<file path="config.mk">
export PLATFORM = sky130hd
export DESIGN_NAME = seven_segment_scanner_flat
export DESIGN_NICKNAME = d
export VERILOG_FILES = /design/src/rtl/seven_segment_scanner_if.sv /design/src/rtl/seven_segment_scanner.sv /design/src/flat_wrapper.sv
export SDC_FILE = /design/constraint.sdc
export NUM_CORES = 1
export LEC_CHECK = 0
export ABC_AREA = 1
export CAP_MARGIN = 20
export CORE_MARGIN = 10
export CORE_UTILIZATION = 36
export DETAILED_ROUTE_END_ITERATION = 6
export GPL_ROUTABILITY_DRIVEN = 0
export SLEW_MARGIN = 10
export SYNTH_ARGS = -nofsm -noshare
export SYNTH_HDL_FRONTEND = slang
export SYNTH_SLANG_ARGS = --single-unit
</file>
<file path="constraint.sdc">
create_clock -name clk -period 5.1 [get_ports clk]
set_input_delay 1.02 -clock clk [delete_from_list [all_inputs] [get_ports clk]]
set_output_delay 1.02 -clock clk [all_outputs]
set_load 0.05 [all_outputs]
</file>
<file path="src/rtl/seven_segment_scanner_if.sv">
// Display bus between the hex-word source and the scanner.
// The source drives number/dots; the scanner drives segments and digit enables.
interface seven_segment_scanner_if #(
    parameter int n_digits = 8
);
    logic [4*n_digits-1:0] number;
    logic [n_digits-1:0]   dots;
    logic [7:0]            abcdefgh;
    logic [n_digits-1:0]   digit;

    modport master (
        output number,
        output dots,
        input  abcdefgh,
        input  digit
    );

    modport slave (
        input  number,
        input  dots,
        output abcdefgh,
        output digit
    );
endinterface

</file>
<file path="src/rtl/seven_segment_scanner.sv">
// Round-robin common-anode 7-segment scanner with per-slot dead time.
// Optional SEVEN_SEGMENT_SCANNER_LEADING_ZERO_BLANK_EN blanks leading zeros.
module seven_segment_scanner #(
    parameter int n_digits     = 8,
    parameter int strobe_width = 10,
    parameter int blank_cycles = 16
) (
    input  logic                    clk,
    input  logic                    reset,
    seven_segment_scanner_if.slave  disp
);
    localparam int IW = (n_digits > 1) ? $clog2(n_digits) : 1;
    localparam logic [strobe_width-1:0] SLOT_MAX = '1;
    localparam logic [strobe_width-1:0] BLANK =
        strobe_width'(blank_cycles);
    localparam logic [IW-1:0] IDX_MAX = IW'(n_digits - 1);
    localparam logic [n_digits-1:0] ONE = n_digits'(1);

    logic [strobe_width-1:0] slot_q, slot_d;
    logic [IW-1:0]           idx_q, idx_d;
    logic [4*n_digits-1:0]   num_q, num_d;
    logic [n_digits-1:0]     dots_q, dots_d;
    logic [n_digits-1:0]     digit_q, digit_d;
    logic [7:0]              seg_q, seg_d;

    logic       in_blank;
    logic       snap;
    logic [3:0] nib;
    logic [6:0] seg_show;

    function automatic logic [6:0] seg7(input logic [3:0] v);
        case (v)
            4'h0: seg7 = 7'h40;
            4'h1: seg7 = 7'h79;
            4'h2: seg7 = 7'h24;
            4'h3: seg7 = 7'h30;
            4'h4: seg7 = 7'h19;
            4'h5: seg7 = 7'h12;
            4'h6: seg7 = 7'h02;
            4'h7: seg7 = 7'h78;
            4'h8: seg7 = 7'h00;
            4'h9: seg7 = 7'h10;
            4'hA: seg7 = 7'h08;
            4'hB: seg7 = 7'h03;
            4'hC: seg7 = 7'h46;
            4'hD: seg7 = 7'h21;
            4'hE: seg7 = 7'h06;
            default: seg7 = 7'h0E;
        endcase
    endfunction

    // Zero dead time must not produce a constant compare against zero.
    generate
        if (blank_cycles == 0) begin : g_no_blank
            assign in_blank = 1'b0;
        end else begin : g_blank
            assign in_blank = (slot_q < BLANK);
        end
    endgenerate

`ifdef SEVEN_SEGMENT_SCANNER_LEADING_ZERO_BLANK_EN
    logic [n_digits-1:0] lz_mask;
    logic                run;

    // Walk down from the top nibble while the run of zeros holds.
    always_comb begin
        lz_mask = '0;
        run     = 1'b1;
        for (int k = n_digits - 1; k >= 1; k--) begin
            run        = run & (num_q[4*k +: 4] == 4'h0);
            lz_mask[k] = run;
        end
    end
`endif

    always_comb begin
        slot_d = slot_q + 1'b1;
        idx_d  = idx_q;
        if (slot_q == SLOT_MAX) begin
            idx_d = (idx_q == IDX_MAX) ? '0 : idx_q + 1'b1;
        end

        snap   = (idx_q == '0) && (slot_q == '0);
        num_d  = snap ? disp.number : num_q;
        dots_d = snap ? disp.dots : dots_q;

        nib      = num_q[{idx_q, 2'b00} +: 4];
        seg_show = seg7(nib);
`ifdef SEVEN_SEGMENT_SCANNER_LEADING_ZERO_BLANK_EN
        if (lz_mask[idx_q]) begin
            seg_show = 7'h7F;
        end
`endif

        if (in_blank) begin
            digit_d = '0;
            seg_d   = 8'hFF;
        end else begin
            digit_d = ONE << idx_q;
            seg_d   = {~dots_q[idx_q], seg_show};
        end
    end

    always_ff @(posedge clk or negedge reset) begin
        if (!reset) begin
            slot_q  <= '0;
            idx_q   <= '0;
            num_q   <= '0;
            dots_q  <= '0;
            digit_q <= '0;
            seg_q   <= 8'hFF;
        end else begin
            slot_q  <= slot_d;
            idx_q   <= idx_d;
            num_q   <= num_d;
            dots_q  <= dots_d;
            digit_q <= digit_d;
            seg_q   <= seg_d;
        end
    end

    assign disp.digit    = digit_q;
    assign disp.abcdefgh = seg_q;
endmodule
</file>
<file path="src/flat_wrapper.sv">
// flat-port wrapper written by rule: the top's interface ports become plain ports
module seven_segment_scanner_flat 
#(
    parameter int n_digits     = 8,
    parameter int strobe_width = 10,
    parameter int blank_cycles = 16
)
  (clk, reset, disp_number, disp_dots, disp_abcdefgh, disp_digit);
  seven_segment_scanner_if #(.n_digits(n_digits)) disp_i ();
  input  logic clk;
  input  logic reset;
  input wire logic [$bits(disp_i.number)-1:0] disp_number;
  input wire logic [$bits(disp_i.dots)-1:0] disp_dots;
  output wire logic [$bits(disp_i.abcdefgh)-1:0] disp_abcdefgh;
  output wire logic [$bits(disp_i.digit)-1:0] disp_digit;
  assign disp_i.number = disp_number;
  assign disp_i.dots = disp_dots;
  assign disp_abcdefgh = disp_i.abcdefgh;
  assign disp_digit = disp_i.digit;
  seven_segment_scanner #(.n_digits(n_digits), .strobe_width(strobe_width), .blank_cycles(blank_cycles)) u_core (.clk(clk), .reset(reset), .disp(disp_i));
endmodule
</file>
# After elaboration in Yosys (flattened, before gate mapping)
# Memories as Yosys holds them, arrays and structs flattened.
# Index checks and enable logic that the tools add are counted.
# classes
add_sub_neg,2
magnitude_cmp,2
n_eq_ne,2
n_shift,2
n_mux,5
bitwise,1
reduce_logical,3
# ops
operator,n
32-bit by 6-bit indexed part select with 4-bit output,1
8-bit two-way mux,2
"10-bit by 1-bit adder with 10-bit output, second input constant",1
"10-bit equality test, second input constant",1
10-bit logical NOT,1
"10-bit by 5-bit < comparator with 1-bit output, second input constant",1
"1-bit by 3-bit left shift with 8-bit output, first input constant",1
"3-bit by 4-bit < comparator with 1-bit output, second input constant",1
"3-bit by 1-bit adder with 3-bit output, second input constant",1
1-bit binary-select mux with 3-bit select,1
"3-bit equality test, second input constant",1
3-bit logical NOT,1
3-bit two-way mux,1
1-bit logical AND,1
1-bit two-way mux,1
1-bit NOT,1
# totals
ff_bits,69
rom_bits,112
out_inout_bits,16
wordCells,24
n_memories,1
# mem_list
memory,words,width,rd,rd_ports_with_merged_regs,wr,line,rtl
(no name shown),16,7,1,0,0,seven_segment_scanner.sv:32,case (v)

# Logic depth before layout (Yosys ltp)
# Gate-level depths: netlist (run 1).
# depth
word_depth,4
depth_mapped,13
depth_no_buf,11

# Least setup slack after synthesis (run 1)
# Ideal clock, no wire load.
# synth_path
kind,register to register
start,reg u_core.idx_q[0]
end,reg u_core.num_q[10]
t_arrival_ns,1.617
required_ns,4.980
path_slack_ns,3.363
stages_incl_launch_ff,11
cell_sequence,dfrtp_1 -> buf_6 -> inv_4 -> buf_4 -> ha_1 -> nand2_2 -> nor3_2 -> nand2_2 -> buf_2 -> nor2_1 -> a21oi_1
# synth_between
elab_chain_cells,2
# synth_lines
element,line,rtl
start: declaration,seven_segment_scanner.sv:20,"logic [IW-1:0] idx_q, idx_d;"
start signal: assignment,seven_segment_scanner.sv:114,idx_q <= idx_d;
3-bit logical NOT,seven_segment_scanner.sv:83,snap = (idx_q == '0) && (slot_q == '0);
1-bit logical AND,seven_segment_scanner.sv:83,
end signal: assignment,seven_segment_scanner.sv:115,num_q <= num_d;
end: declaration,seven_segment_scanner.sv:21,"logic [4*n_digits-1:0] num_q, num_d;"
# No other way between the ends.
# A chain may end at the register's enable or synchronous reset.

# Worst setup path in the final report (run 1)
# layout_path
start,reg u_core.idx_q[0]
end,reg u_core.num_q[28]
# Same word-level chain as after synthesis.

==> flow_summary_export.csv, run 1 <==
group,metric,value,unit
detailed_routing,wl_per_cell,12.91,µm
timing,hold_violations,0,
critical_path,cp-end-kind,"flop",
critical_path,worstSetupStartpointType,"flop",
finish,drive_above_1_share,8.475,%
synthesis,yosysUniqueCellTypes,25,
place,placed_area,0.004034,mm²
timing,skew,0.01049,ns
detailed_routing,vias_per_cell,4.517,
clocking,clock-sinks,69,
global_route,grt_usage,11.46,%
worst_hold_path,hold_path_depth,2,
clocking,clkLatencyLatePin,0.35,ns
timing,relSlewSlack,34.33,%
detailed_routing,drt_iter0_markers,116,
synthesis,ys_seq_elements,69,
clocking,cts_resized,0,
clocking,cts_made_buffers,9,
critical_path,required,5.35,ns
finish,area_growth,24.55,%
timing,worstMarginPinSlew,0.9815,ns
clocking,clockRootBuffer,"clkbuf_8",
synthesis,synthCells,414,
outcome,status,"finished clean",
timing,period_minus_slack,2.906,ns
timing,period_share,56.99,%
detailed_routing,firstDrtPassIters,4,
floorplan,die_x,117.5,µm
clocking,cts_tree,"built",
detailed_routing,dr_total_vias,2715,
clocking,hold_buffers,0,
critical_path,timing.rr.start,"u_core.idx_q[0]",
critical_path,critPathKind,"flop to flop",
worst_hold_path,holdPathEnd,"u_core.dots_q[6]",
timing,drv_slew,0,
critical_path,crit_fanout,60,
clocking,path_clk_slew,0.07,ns
clocking,h-tree-depth,3,
synthesis,synth_sequential_area_ratio,50.79,%
floorplan,die_y,117.5,µm
place,post-dp-hpwl,5432,µm
global_route,grt_pass1_vias,2728,
pwr,ir_drop,0.1120,mV
synthesis,syn_avg_cell_area,8.260,µm²
finish,design.final.nets,523,
timing,holdWs,0.4759,ns
detailed_routing,drt_wl_total,7756,µm
worst_hold_path,hold_class,"flop to flop",
pwr,p_leak,0.002172,µW
synthesis,synth_area,0.003420,mm²
critical_path,cp.arrival,3.16,ns
floorplan,initial_core_util,37.01,%
floorplan,row_count,35,
detailed_routing,ant_nets,0,
clocking,clock_path_buffers,2,
synthesis,ys_warn_count,0,
floorplan,ioPinCount,58,
floorplan,coreArea,0.009240,mm²
synthesis,syn_nets,470,
timing,setup_viol,0,
global_route,grt_antenna_before_repair,0,
global_route,grt_pass1_wl,13120,µm
flow_run,drv_cap,0,
global_route,grt_max_degree,70,
finish,diodes,0,
timing,timing.fmax,344.1,MHz
finish,num-fill-cells,919,
pwr,p_per_area,282.1,mW/mm²
timing,rsz0062_at_grt,"no",
timing,finalSetupTns,0,ns
critical_path,rr_endpoint,"u_core.num_q[28]",
critical_path,r2r_cells,8,
worst_hold_path,hp-start,"u_core.dots_q[6]",
critical_path,reg2reg_setup_slack,2.19,ns
clocking,post_cts_buffers,0,
detailed_routing,drc,0,
floorplan,die_area,0.01380,mm²
global_route,grt.overflow.total,0,
place,portBuffers,57,
finish,final_area,0.004259,mm²
-- state kept, by name, summed over array words and instances, names as in the netlist --
| register | flops |
|---|---|
| u_core.disp.digit | 8 |
| u_core.num_q | 32 |
| u_core.slot_q | 10 |
| u_core.idx_q | 3 |
| u_core.disp.abcdefgh | 8 |
| u_core.dots_q | 8 |
-- critical path, stage by stage (launching register included) --
cell and delay (ns):
dfrtp_1 0.93, inv_4 0.23, ha_1 0.32, nand2_2 0.08
nor3_2 0.04, buf_4 0.21, nand2_2 0.73, nor2_1 0.08
a21oi_1 0.16
-- power breakdown --
| part | switching (µW) | leakage, µW | total, µW | internal [µW] |
|---|---|---|---|---|
| registers | 8.19 | 0.000824 | 580 | 572 |
| clock network | 204 | 0.000116 | 505 | 301 |
| logic | 64.6 | 0.00123 | 117 | 52.6 |
| total | 277 | 0.00217 | 1200 | 925 |
-- final cells by class --
type	instances	area (µm²)	area share, %
well taps	129	161.4	3.790
repair buffers	59	580.6	13.63
inverters	49	186.4	4.377
flip-flops and latches	69	1737	40.78
multi-input cells	279	1369	32.14
clock inverters	4	70.07	1.645
clock buffers	12	155.1	3.643
-- cells in the mapped netlist (all sizes together) --
cell | count | share of area [%]
nor2 | 32 | 3.5
a21oi | 20 | 2.9
dfstp | 8 | 6.1
a31oi | 1 | 0.18
o211ai | 2 | 0.59
nand3b | 1 | 0.22
buf | 17 | 3.7
nand4 | 1 | 0.18
dfrtp | 61 | 45
nor3 | 4 | 0.88
ha | 14 | 5.1
xor2 | 7 | 1.8
nand3 | 63 | 9.4
nand2 | 130 | 15
xnor2 | 1 | 0.26
o21ai | 3 | 0.44
inv | 49 | 5.5
-- layer usage --
metal	part of all wire [%]	track usage [%]	wire (µm)
met5	0	0	0
met3	3.9	3.309	301
met4	1.7	5.332	133
met2	45	16.82	3463
met1	50	15.16	3857
-- placed cells by master, fill, tap and decap left out --
master,instances
a21oi_1,20
inv_1,43
inv_4,1
nor2_1,32
dfrtp_1,61
clkbuf_1,1
o211ai_2,1
nand2_2,4
xor2_1,7
dfstp_2,8
clkbuf_8,11
nand3_2,1
nor3_2,2
buf_4,2
buf_2,1
a31oi_1,1
nand4_1,1
nand3b_1,1
clkdlybuf4s50_1,56
xnor2_1,1
nand3_1,62
ha_1,14
o211ai_1,1
clkinv_2,2
inv_2,5
bufinv_16,2
nor3_1,2
o21ai_0,3
nand2_1,126
-- cells by family after synthesis --
| group | count (synthesis) | share of synthesized area (%) |
|---|---|---|
| and+or+nand+nor | 231 | 28.72 |
| AOI/OAI and AO/OA | 26 | 4.135 |
| xor gates and xnor gates | 8 | 2.049 |
| buffers and inverters | 66 | 9.184 |
| DFF | 69 | 50.79 |
| adders and majority gates | 14 | 5.123 |
-- stage by stage --
step           setup slack [ns]  utilization [%]  std cells  power (µW)
2_1_floorplan             3.363                -        414       645.5
3_3_place_gp              2.286            43.66        585       707.8
3_5_place_dp              2.183            43.66        585       709.4
4_1_cts                   2.171            46.09        601        1217
5_1_grt                   1.812            46.09        601        1252
6_report                  2.194            46.09        601        1202
-- worst max-delay path by stage --
stage	start	end	depth (start not counted)	slack [ns]
3_5_place_dp	u_core.idx_q[0]	u_core.num_q[12]	8	2.18
3_3_place_gp	u_core.idx_q[0]	u_core.num_q[26]	7	2.29
5_1_grt	u_core.idx_q[0]	u_core.num_q[20]	8	1.81
4_1_cts	u_core.idx_q[0]	u_core.num_q[12]	8	2.17
2_1_floorplan	u_core.idx_q[0]	u_core.num_q[10]	10	3.36
6_report	u_core.idx_q[0]	u_core.num_q[28]	8	2.19
Power figures use the tool's default switching activity.
==> run 2: changes to the inputs <==
==> constraint.sdc (replaced) <==
create_clock -name clk -period 2.9 [get_ports clk]
set_input_delay 0.58 -clock clk [delete_from_list [all_inputs] [get_ports clk]]
set_output_delay 0.58 -clock clk [all_outputs]
set_load 0.05 [all_outputs]
==> run 2 against run 1 <==
Net effect: worst setup slack got worse by 1.5 ns; count of clock-buffer cells in the layout unchanged; wire length decreased by 0.53%; core utilization decreased by 0.054 points; combinational power increased by 77%; hold slack got worse by 0.19 ns; design area decreased by 0.12%; clock power increased by 43%; clock skew decreased by 0.0038 ns; global-route usage increased by 0.12 points; via count about the same; non-clock buffer count increased by 4; critical path type is now flop to output port.
==> flow_summary_export.csv, run 2 (same netlist as run 1, synthesis figures left out) <==
group,metric,value,unit
place,portBuffers,57,
finish,diodes,0,
floorplan,row_count,35,
finish,design.final.nets,527,
clocking,clock-sinks,69,
floorplan,die_y,117.5,µm
timing,rsz0062_at_grt,"no",
pwr,p_leak,0.002173,µW
finish,num-fill-cells,935,
finish,multiInputGateArea,0.001369,mm²
clocking,clockRootBuffer,"clkbuf_8",
detailed_routing,drc,0,
global_route,grt_max_degree,61,
clocking,cts_made_buffers,9,
clocking,post_cts_buffers,0,
global_route,grt.overflow.total,0,
finish,reg.largest.list,"u_core.num_q (32), u_core.slot_q (10)",
timing,period_share,77.71,%
critical_path,required,2.32,ns
floorplan,initial_core_util,37.01,%
detailed_routing,dr_total_vias,2717,
timing,skew,0.006717,ns
pwr,switching_share,25.37,%
clocking,clkLatencyLatePin,0.35,ns
critical_path,path_cells,"clkdlybuf4s50_1",
global_route,grt_usage,11.58,%
detailed_routing,ant_nets,0,
outcome,status,"finished clean",
global_route,grt_pass1_wl,13300,µm
finish,drive_above_1_share,9.244,%
finish,seqCellArea,0.001737,mm²
critical_path,worstSetupStartpointType,"flop",
floorplan,ioPinCount,58,
pwr,seqPwrFrac,52.4,%
pwr,ir_drop,0.1687,mV
timing,period_minus_slack,2.254,ns
clocking,path_clk_slew,0.07,ns
finish,area_growth,24.41,%
detailed_routing,firstDrtPassIters,4,
timing,worstMarginPinSlew,0.7392,ns
timing,relSlewSlack,50.72,%
clocking,clock_path_buffers,2,
finish,final_area,0.004254,mm²
pwr,netSwitchingPower,493.9,µW
clocking,cts_tree,"built",
critical_path,cp.arrival,1.67,ns
timing,timing.fmax,443.7,MHz
place,placed_area,0.004076,mm²
critical_path,max_stage_delay,0.80,ns
critical_path,cp-end-kind,"output port",
worst_hold_path,hold_class,"input pin to asynchronous set/reset pin",
timing,hold_violations,0,
place,post-dp-hpwl,5643,µm
floorplan,coreArea,0.009240,mm²
timing,drv_slew,0,
floorplan,die_x,117.5,µm
clocking,h-tree-depth,3,
detailed_routing,wl_per_cell,12.75,µm
timing,setup_viol,0,
critical_path,crit_fanout,1,
detailed_routing,vias_per_cell,4.491,
global_route,grt_pass1_vias,2779,
critical_path,slowest_stage,"clkdlybuf4s50_1",
pwr,p_clk_share,37.0,%
floorplan,die_area,0.01380,mm²
finish,layout_commonest_cell,"nand2_1",
finish,largest_reg_flops,32,
clocking,cts_resized,0,
detailed_routing,drt_iter0_markers,99,
finish,layout_common_cells,"126 x nand2_1, 62 x nand3_1, 61 x dfrtp_1",
pwr,p_comb_share,10.6,%
pwr,internal_power,1453,µW
timing,holdWs,0.2888,ns
timing,finalSetupTns,0,ns
pwr,p_per_area,457.5,mW/mm²
finish,top_register,"u_core.num_q",
critical_path,critPathKind,"flop to output port",
clocking,hold_buffers,0,
detailed_routing,drt_wl_total,7715,µm
flow_run,drv_cap,0,
critical_path,path_buf_inv,1,
global_route,grt_antenna_before_repair,0,
critical_path,cp_top_family,"buffers and inverters",
run 2: cell count changes in the layout (fill, tap and decap cells not counted):
cell        delta
buf_4          +3
clkinv_2       +1
bufinv_16      -2
buf_12         +1
clkinvlp_4     +1
run 2: final cells by class:
cell class / count / area share [%]
clock buffers: 12 / 3.647
clock inverters: 4 / 0.5294
inverters: 49 / 4.382
multi-input cells: 279 / 32.18
flip-flops and latches: 69 / 40.82
well taps: 129 / 3.794
repair buffers: 63 / 14.65
run 2: stage by stage:
step / std cells / util [%] / worst slack, ns / power (µW)
2_1_floorplan: 414 / - / 1.163 / 1135
3_3_place_gp: 589 / 44.12 / 0.8102 / 1246
3_5_place_dp: 589 / 44.12 / 0.7828 / 1249
4_1_cts: 605 / 46.04 / 0.6266 / 1973
5_1_grt: 605 / 46.04 / 0.5033 / 2038
6_report: 605 / 46.04 / 0.6465 / 1946
run 2: power by group through the flow:
| stage | clock [µW] | combinational [µW] | sequential, µW |
|---|---|---|---|
| global placement | 0 | 209 | 1040 |
| detailed placement | 0 | 211 | 1040 |
| finish | 720 | 207 | 1020 |
| global route | 782 | 232 | 1020 |
| floorplan | 0 | 66.6 | 1070 |
| CTS | 741 | 212 | 1020 |
run 2: path summary, 6_finish.rpt:
| kind | slack (ns) | end | start | cells after the start |
|---|---|---|---|---|
| worst max-delay path | 0.65 | disp_abcdefgh[7] | u_core.disp.abcdefgh[7] | 1 |
| worst min-delay path | 0.29 | u_core.disp.digit[7] | reset | 1 |
| worst max register to register | 0.77 | u_core.disp.abcdefgh[6] | u_core.idx_q[0] | 12 |
| worst min register to register | 0.48 | u_core.num_q[15] | u_core.num_q[15] | 2 |
| max in group asynchronous | 1.91 | u_core.disp.abcdefgh[6] | reset | 2 |
| min in group clk | 0.48 | u_core.num_q[15] | u_core.num_q[15] | 2 |
run 2: per-layer routing:
| metal | up-vias | global-route usage [%] | share of wire (%) |
|---|---|---|---|
| met4 | 0 | 6.260 | 2.0 |
| met2 | 51 | 17.27 | 44 |
| li1 | 1405 | - | - |
| met5 | - | 0 | 0 |
| met1 | 1249 | 15.06 | 49 |
| met3 | 12 | 2.830 | 4.8 |
